==> src/rtl/muldiv_pkg.sv <==
// Shared definitions for the multiply/divide unit: operation codes, FSM states
// and operand signedness helpers.
package muldiv_pkg;

  localparam logic [2:0] MD_MUL    = 3'b000;
  localparam logic [2:0] MD_MULH   = 3'b001;
  localparam logic [2:0] MD_MULHSU = 3'b010;
  localparam logic [2:0] MD_MULHU  = 3'b011;
  localparam logic [2:0] MD_DIV    = 3'b100;
  localparam logic [2:0] MD_DIVU   = 3'b101;
  localparam logic [2:0] MD_REM    = 3'b110;
  localparam logic [2:0] MD_REMU   = 3'b111;

  typedef enum logic [1:0] {
    IDLE = 2'd0,
    CALC = 2'd1,
    FIX  = 2'd2,
    DONE = 2'd3
  } state_t;

  // rs1 is treated as signed for MULH, MULHSU, DIV and REM
  function automatic logic is_signed_a(input logic [2:0] fun3);
    return (fun3 == MD_MULH) || (fun3 == MD_MULHSU) ||
           (fun3 == MD_DIV) || (fun3 == MD_REM);
  endfunction

  // rs2 is treated as signed for MULH, DIV and REM
  function automatic logic is_signed_b(input logic [2:0] fun3);
    return (fun3 == MD_MULH) || (fun3 == MD_DIV) || (fun3 == MD_REM);
  endfunction

endpackage

==> src/rtl/muldiv_datapath.sv <==
// Iteration core: operates on operand magnitudes with a 2*WIDTH+1 accumulator.
// Multiply: upper half accumulates the multiplicand, whole register shifts right.
// Divide: restoring division, upper half is the partial remainder, lower half
// shifts the dividend out and the quotient bits in.
module muldiv_datapath
  import muldiv_pkg::*;
#(
  parameter int WIDTH = 32
) (
  input  logic             clk_i,
  input  logic             rst_ni,
  input  logic             load_i,
  input  logic             step_i,
  input  logic [2:0]       fun3_i,
  input  logic [WIDTH-1:0] rs1_i,
  input  logic [WIDTH-1:0] rs2_i,
  output logic [WIDTH-1:0] res_o
);

  localparam int AW = 2 * WIDTH + 1;

  logic [AW-1:0]      acc_q;
  logic [AW-1:0]      acc_d;
  logic [WIDTH-1:0]   opnd_q;
  logic [2:0]         op_q;
  logic               neg_q;
  logic               sign_a;
  logic               sign_b;
  logic [WIDTH-1:0]   mag_a;
  logic [WIDTH-1:0]   mag_b;
  logic [WIDTH:0]     upper_sum;
  logic [AW-1:0]      shifted;
  logic [2*WIDTH-1:0] prod;
  logic [WIDTH-1:0]   div_sel;

  // Operand conditioning: strip signs according to the operation
  always_comb begin
    sign_a = is_signed_a(fun3_i) & rs1_i[WIDTH-1];
    sign_b = is_signed_b(fun3_i) & rs2_i[WIDTH-1];
    mag_a  = sign_a ? -rs1_i : rs1_i;
    mag_b  = sign_b ? -rs2_i : rs2_i;
  end

  // One iteration step of either the shift-add multiplier or restoring divider
  always_comb begin
    acc_d     = acc_q;
    upper_sum = '0;
    shifted   = '0;
    if (op_q[2]) begin
      shifted = {acc_q[AW-2:0], 1'b0};
      if (shifted[AW-1:WIDTH] >= {1'b0, opnd_q}) begin
        acc_d = {shifted[AW-1:WIDTH] - {1'b0, opnd_q}, shifted[WIDTH-1:1], 1'b1};
      end else begin
        acc_d = shifted;
      end
    end else begin
      upper_sum = acc_q[AW-1:WIDTH] + {1'b0, opnd_q};
      acc_d     = acc_q[0] ? {1'b0, upper_sum, acc_q[WIDTH-1:1]}
                           : {1'b0, acc_q[AW-1:1]};
    end
  end

  // Sign fix-up and selection of the architectural result
  always_comb begin
    prod    = neg_q ? -acc_q[2*WIDTH-1:0] : acc_q[2*WIDTH-1:0];
    div_sel = op_q[1] ? acc_q[2*WIDTH-1:WIDTH] : acc_q[WIDTH-1:0];
    if (op_q[2]) begin
      res_o = neg_q ? -div_sel : div_sel;
    end else if (op_q == MD_MUL) begin
      res_o = prod[WIDTH-1:0];
    end else begin
      res_o = prod[2*WIDTH-1:WIDTH];
    end
  end

  // Operand/accumulator registers: load on accepted start, step while calculating
  always_ff @(posedge clk_i or negedge rst_ni) begin
    if (!rst_ni) begin
      acc_q  <= '0;
      opnd_q <= '0;
      op_q   <= MD_MUL;
      neg_q  <= 1'b0;
    end else if (load_i) begin
      op_q <= fun3_i;
      if (fun3_i[2]) begin
        acc_q  <= {{(WIDTH+1){1'b0}}, mag_a};
        opnd_q <= mag_b;
        // remainder follows the dividend, quotient follows the sign product
        neg_q  <= fun3_i[1] ? sign_a : (sign_a ^ sign_b);
      end else begin
        acc_q  <= {{(WIDTH+1){1'b0}}, mag_b};
        opnd_q <= mag_a;
        neg_q  <= sign_a ^ sign_b;
      end
    end else if (step_i) begin
      acc_q <= acc_d;
    end
  end

endmodule

==> src/rtl/alu_muldiv_unit.sv <==
// Multi-cycle RV32M/RV64M multiply/divide unit. Handshake: a request is taken
// only in IDLE on an edge with start_i=1 and flush_i=0; busy_o is high while
// the operation runs (CALC, FIX); valid_o pulses for one cycle in DONE with
// result_o, which then holds until the next accepted start. flush_i aborts.
module alu_muldiv_unit
  import muldiv_pkg::*;
#(
  parameter int WIDTH        = 32,
  parameter bit FAST_SPECIAL = 1'b1
) (
  input  logic             clk_i,
  input  logic             rst_ni,
  input  logic             start_i,
  input  logic             flush_i,
  input  logic [2:0]       fun3_i,
  input  logic [WIDTH-1:0] rs1_i,
  input  logic [WIDTH-1:0] rs2_i,
  output logic             busy_o,
  output logic             valid_o,
  output logic [WIDTH-1:0] result_o,
  output state_t           state_o
);

  localparam int CW = $clog2(WIDTH);

  state_t           state_q;
  state_t           state_d;
  logic [CW-1:0]    count_q;
  logic             special_q;
  logic [WIDTH-1:0] spec_res_q;
  logic [WIDTH-1:0] result_q;
  logic [WIDTH-1:0] dp_res;
  logic             load;
  logic             step;
  logic             last;
  logic             div0;
  logic             ovf;

  muldiv_datapath #(.WIDTH(WIDTH)) u_datapath (
    .clk_i  (clk_i),
    .rst_ni (rst_ni),
    .load_i (load),
    .step_i (step),
    .fun3_i (fun3_i),
    .rs1_i  (rs1_i),
    .rs2_i  (rs2_i),
    .res_o  (dp_res)
  );

  // Special-case detection on the incoming request
  always_comb begin
    div0 = fun3_i[2] && (rs2_i == '0);
    ovf  = ((fun3_i == MD_DIV) || (fun3_i == MD_REM)) &&
           (rs1_i == {1'b1, {(WIDTH-1){1'b0}}}) && (rs2_i == '1);
  end

  // Next-state and handshake outputs
  always_comb begin
    state_d = state_q;
    load    = 1'b0;
    step    = 1'b0;
    last    = (count_q == CW'(WIDTH - 1)) || (FAST_SPECIAL && special_q);
    case (state_q)
      IDLE: begin
        if (start_i && !flush_i) begin
          load    = 1'b1;
          state_d = CALC;
        end
      end
      CALC: begin
        step = 1'b1;
        if (flush_i)   state_d = IDLE;
        else if (last) state_d = FIX;
      end
      FIX:     state_d = flush_i ? IDLE : DONE;
      DONE:    state_d = IDLE;
      default: state_d = IDLE;
    endcase
    busy_o   = (state_q == CALC) || (state_q == FIX);
    valid_o  = (state_q == DONE);
    result_o = result_q;
    state_o  = state_q;
  end

  // State register, iteration counter, special-case latch and result register
  always_ff @(posedge clk_i or negedge rst_ni) begin
    if (!rst_ni) begin
      state_q    <= IDLE;
      count_q    <= '0;
      special_q  <= 1'b0;
      spec_res_q <= '0;
      result_q   <= '0;
    end else begin
      state_q <= state_d;
      if (load) begin
        count_q   <= '0;
        special_q <= div0 || ovf;
        if (div0) spec_res_q <= fun3_i[1] ? rs1_i : '1;
        else      spec_res_q <= fun3_i[1] ? '0 : rs1_i;
      end else if (step) begin
        count_q <= count_q + 1'b1;
      end
      if ((state_q == FIX) && !flush_i) begin
        result_q <= special_q ? spec_res_q : dp_res;
      end
    end
  end

endmodule
==> config.mk <==
export PLATFORM = sky130hd
export DESIGN_NAME = alu_muldiv_unit
export DESIGN_NICKNAME = d
export VERILOG_FILES = /design/src/rtl/muldiv_pkg.sv /design/src/rtl/muldiv_datapath.sv /design/src/rtl/alu_muldiv_unit.sv
export SDC_FILE = /design/constraint.sdc
export NUM_CORES = 1
export LEC_CHECK = 0
export ABC_AREA = 0
export ABC_CLOCK_PERIOD_IN_PS = 8150
export BUFFER_PORTS_ARGS = -buffer_cell sky130_fd_sc_hd__buf_2
export CAP_MARGIN = 20
export CORE_UTILIZATION = 45
export DETAILED_ROUTE_END_ITERATION = 10
export GPL_TIMING_DRIVEN = 0
export PLACE_DENSITY_LB_ADDON = 0.2
export SLEW_MARGIN = 25
export SYNTH_ARGS = -nofsm -noshare
export SYNTH_HDL_FRONTEND = slang
export SYNTH_SLANG_ARGS = --single-unit
==> constraint.sdc <==
create_clock -name clk_i -period 8.15 [get_ports clk_i]
set_input_delay 0 -clock clk_i [delete_from_list [all_inputs] [get_ports clk_i]]
set_output_delay 0 -clock clk_i [all_outputs]
set_load 0.05 [all_outputs]
==> metrics.yaml <==
setup_path:
  critPathArrivalTime_ns: 6.07
  start_kind: "register"
  critPathCaptureType: "register"
  worstSetupStartpoint: "u_datapath.op_q[1]"
  critPathMaxFanout: 10
  worstPathRequired_ns: 8.50
  reg2reg_from: "u_datapath.op_q[1]"
  r2r_slack_ns: 2.43
  cp-endpoint: "result_o[30]"
  critical_path_class: "reg -> reg"
  worstReg2RegEnd: "result_o[30]"
  ff2ff_path_depth: 15
grt:
  grt_max_degree: 85
  grt_usage: 0.4031
  antenna_found_initial: 4
  grt-ovfl-total: 0
  grt_pass1_vias: 18330
  grt_pass1_wl_um: 120100
final_layout:
  syn2layout_area_growth_pct: 11.87
  fin_cells: 3021
  nets: 2634
  layout-drive-gt1-share: 0.09964
timing:
  min_period_ns: 5.723
  finalHoldViolCount: 0
  clock_skew_ns: 0.01472
  tightest_slew_ns: 1.229
  rsz0062_at_grt: "no"
  max_freq_mhz: 174.7
  fin_crit_sh: 0.7022
  slew_headroom: 0.1804
  setup_tns_ns: 0
  slew_violations: 0
  setup_viol: 0
route:
  drc: 0
  wl_per_cell_um: 27.03
  first_iter_violations: 2234
  drt_first_pass_iters: 6
  viasPerCell: 6.429
  vias: 19420
  wirelength_um: 81660
  antenna_left: 0
synthesis:
  avgSynthCellArea_um2: 7.594
  syn_area_mm2: 0.01773
  syn_nets: 2483
  yosysWarnings: 0
  netlist_instances: 2335
  async_flop_share: 1.000
  ys_seq_area_frac: 0.2441
  synth_edf_count: 0
  synth-seq-cells: 173
  synth_cell_types: 90
  synth_ff_type: "dfrtp_1"
cts:
  clock_latency_ns: 0.48
  clk_path_buf_depth: 2
  clkSinkCount: 173
  clk_pin_slew_ns: 0.07
  cts_htree_levels: 4
  cts_inserted_buffers: 17
  cts_tree: "built"
  root_buffer: "clkbuf_16"
status:
  status: "finished, final reports clean"
floorplan:
  die_x_um: 200.5
  io_pins: 107
  die_area_mm2: 0.04020
  fp.dieH_um: 200.5
  start_util: 0.4578
  core_mm2: 0.03874
  rows: 72
place:
  globalplace.congestion: 1.011
  dp.cells: 2960
  port_buffers: 105
  dp_hpwl_um: 65170
job:
  drv_cap: 0
worst_hold_path:
  hold_depth: 4
  min_from: "start_i"
  min_path_type: "in -> reg"
power_and_ir_drop:
  p_leak_nw: 8.084
  p_per_area_mw_per_mm2: 507.8
  ir_drop_mv: 0.2006
## critical path, cell delays in order, from the launching register on
cell and delay (ns):
dfrtp_1 0.32, buf_2 0.18, buf_2 0.25, buf_2 0.32, buf_2 0.35, buf_2 0.37, buf_1 0.89, mux2i_1 0.68
ha_1 0.33, o221ai_1 0.27, nand2b_1 0.31, nand3b_1 0.32, o41ai_1 0.42, xnor2_1 0.14, a221oi_1 0.33, o21ai_1 0.09
## stage by stage
step / instance area, um2 / hold WS, ns / setup WS, ns / util / total power, mW
floorplan: 17730 / -0.2956 / 4.513 / - / 6.572
global placement: 18910 / 0.2994 / 2.676 / 0.4880 / 8.798
detailed placement: 18970 / -0.1455 / 2.730 / 0.4897 / 8.859
CTS: 19830 / 0.003110 / 2.694 / 0.5118 / 9.785
global route: 19830 / 0.03295 / 2.307 / 0.5118 / 10.61
finish: 19840 / 0.01572 / 2.427 / 0.5121 / 10.07
## cells in the mapped netlist, drive strengths merged (24+ instances only)
cell type  number  area share
xnor2         116       0.057
a21oi         187       0.053
o21ai         245       0.070
inv            98       0.021
clkbuf        150       0.032
buf            45       0.012
nor3           48       0.014
nand3          37       0.010
or3            31       0.011
maj3           30       0.019
o211ai         66       0.028
xor2           90       0.044
nand2         263       0.056
mux2i          79       0.045
a211oi         47       0.020
o31ai          34       0.016
a21o           31       0.013
nand4          24      0.0085
ha             75       0.053
dfrtp         173        0.24
nor2          162       0.034
a31oi          26      0.0092
## sequential cells by signal (all words and copies together) (netlist names)
register and cells:
u_datapath.neg_q 1, spec_res_q 32, u_datapath.opnd_q 32, state_o 2
result_o 32, u_datapath.op_q 3, count_q 5, u_datapath.acc_q 65
special_q 1
## layout by cell type (no fill, tap or decap), types with 90 or more instances in the layout
cell	n
clkbuf_1	150
nand2_1	263
inv_1	98
xnor2_1	116
xor2_1	90
dfrtp_1	173
o21ai_0	202
a21oi_1	186
nor2_1	161
buf_2	114
## worst min-delay path by stage
stage	endpoint
finish	state_o[1]
global route	spec_res_q[17]
detailed placement	u_datapath.acc_q[50]
CTS	spec_res_q[17]
floorplan	count_q[0]
global placement	u_datapath.op_q[0]
## layer usage
metal	vias to the layer above	GRT usage	part of all wire
met2	1129	0.5882	0.42
met5	-	0	0.00016
met4	2	0.2067	0.053
met1	9374	0.5533	0.42
met3	199	0.09432	0.11
li1	8718	-	-
## layout make-up
type / count / area [um2]
inverters: 99 / 371.6
clock inverters: 12 / 148.9
multi-input cells: 1868 / 12260
plain buffers: 195 / 772.0
clock buffers: 20 / 456.7
diodes: 4 / 10.01
repair buffers: 132 / 840.8
fillers: 3926 / 18900
well taps: 518 / 648.1
flip-flops and latches: 173 / 4329
## kinds of logic (layout without fill, tap and decap cells)
logic type	count (synthesis)	in the layout	share of synthesized area
fa+ha+maj	107	107	0.07402
mux	97	97	0.05603
simple gates	699	699	0.1907
buf+inv	294	458	0.06449
xor+xnor	206	206	0.1017
other cells	0	4	0
flops	173	173	0.2441
compound gates	759	759	0.2688
## timing repair
| item | 4_1_cts | 5_1_grt |
|---|---|---|
| hold buffers | 25 | 0 |
| setup buffers | 0 | 0 |
| setup endpoints to repair | 0 | 0 |
| hold endpoints to repair | 193 | 0 |
| gates resized for setup | 0 | 0 |
## where the power goes
group / total [mW] / switching [mW] / internal (mW)
clock: 0.883 / 0.406 / 0.477
sequential: 1.82 / 0.544 / 1.27
combinational: 7.37 / 4.86 / 2.51
total: 10.1 / 5.81 / 4.26
No activity file was read; power rests on OpenSTA's default activity.
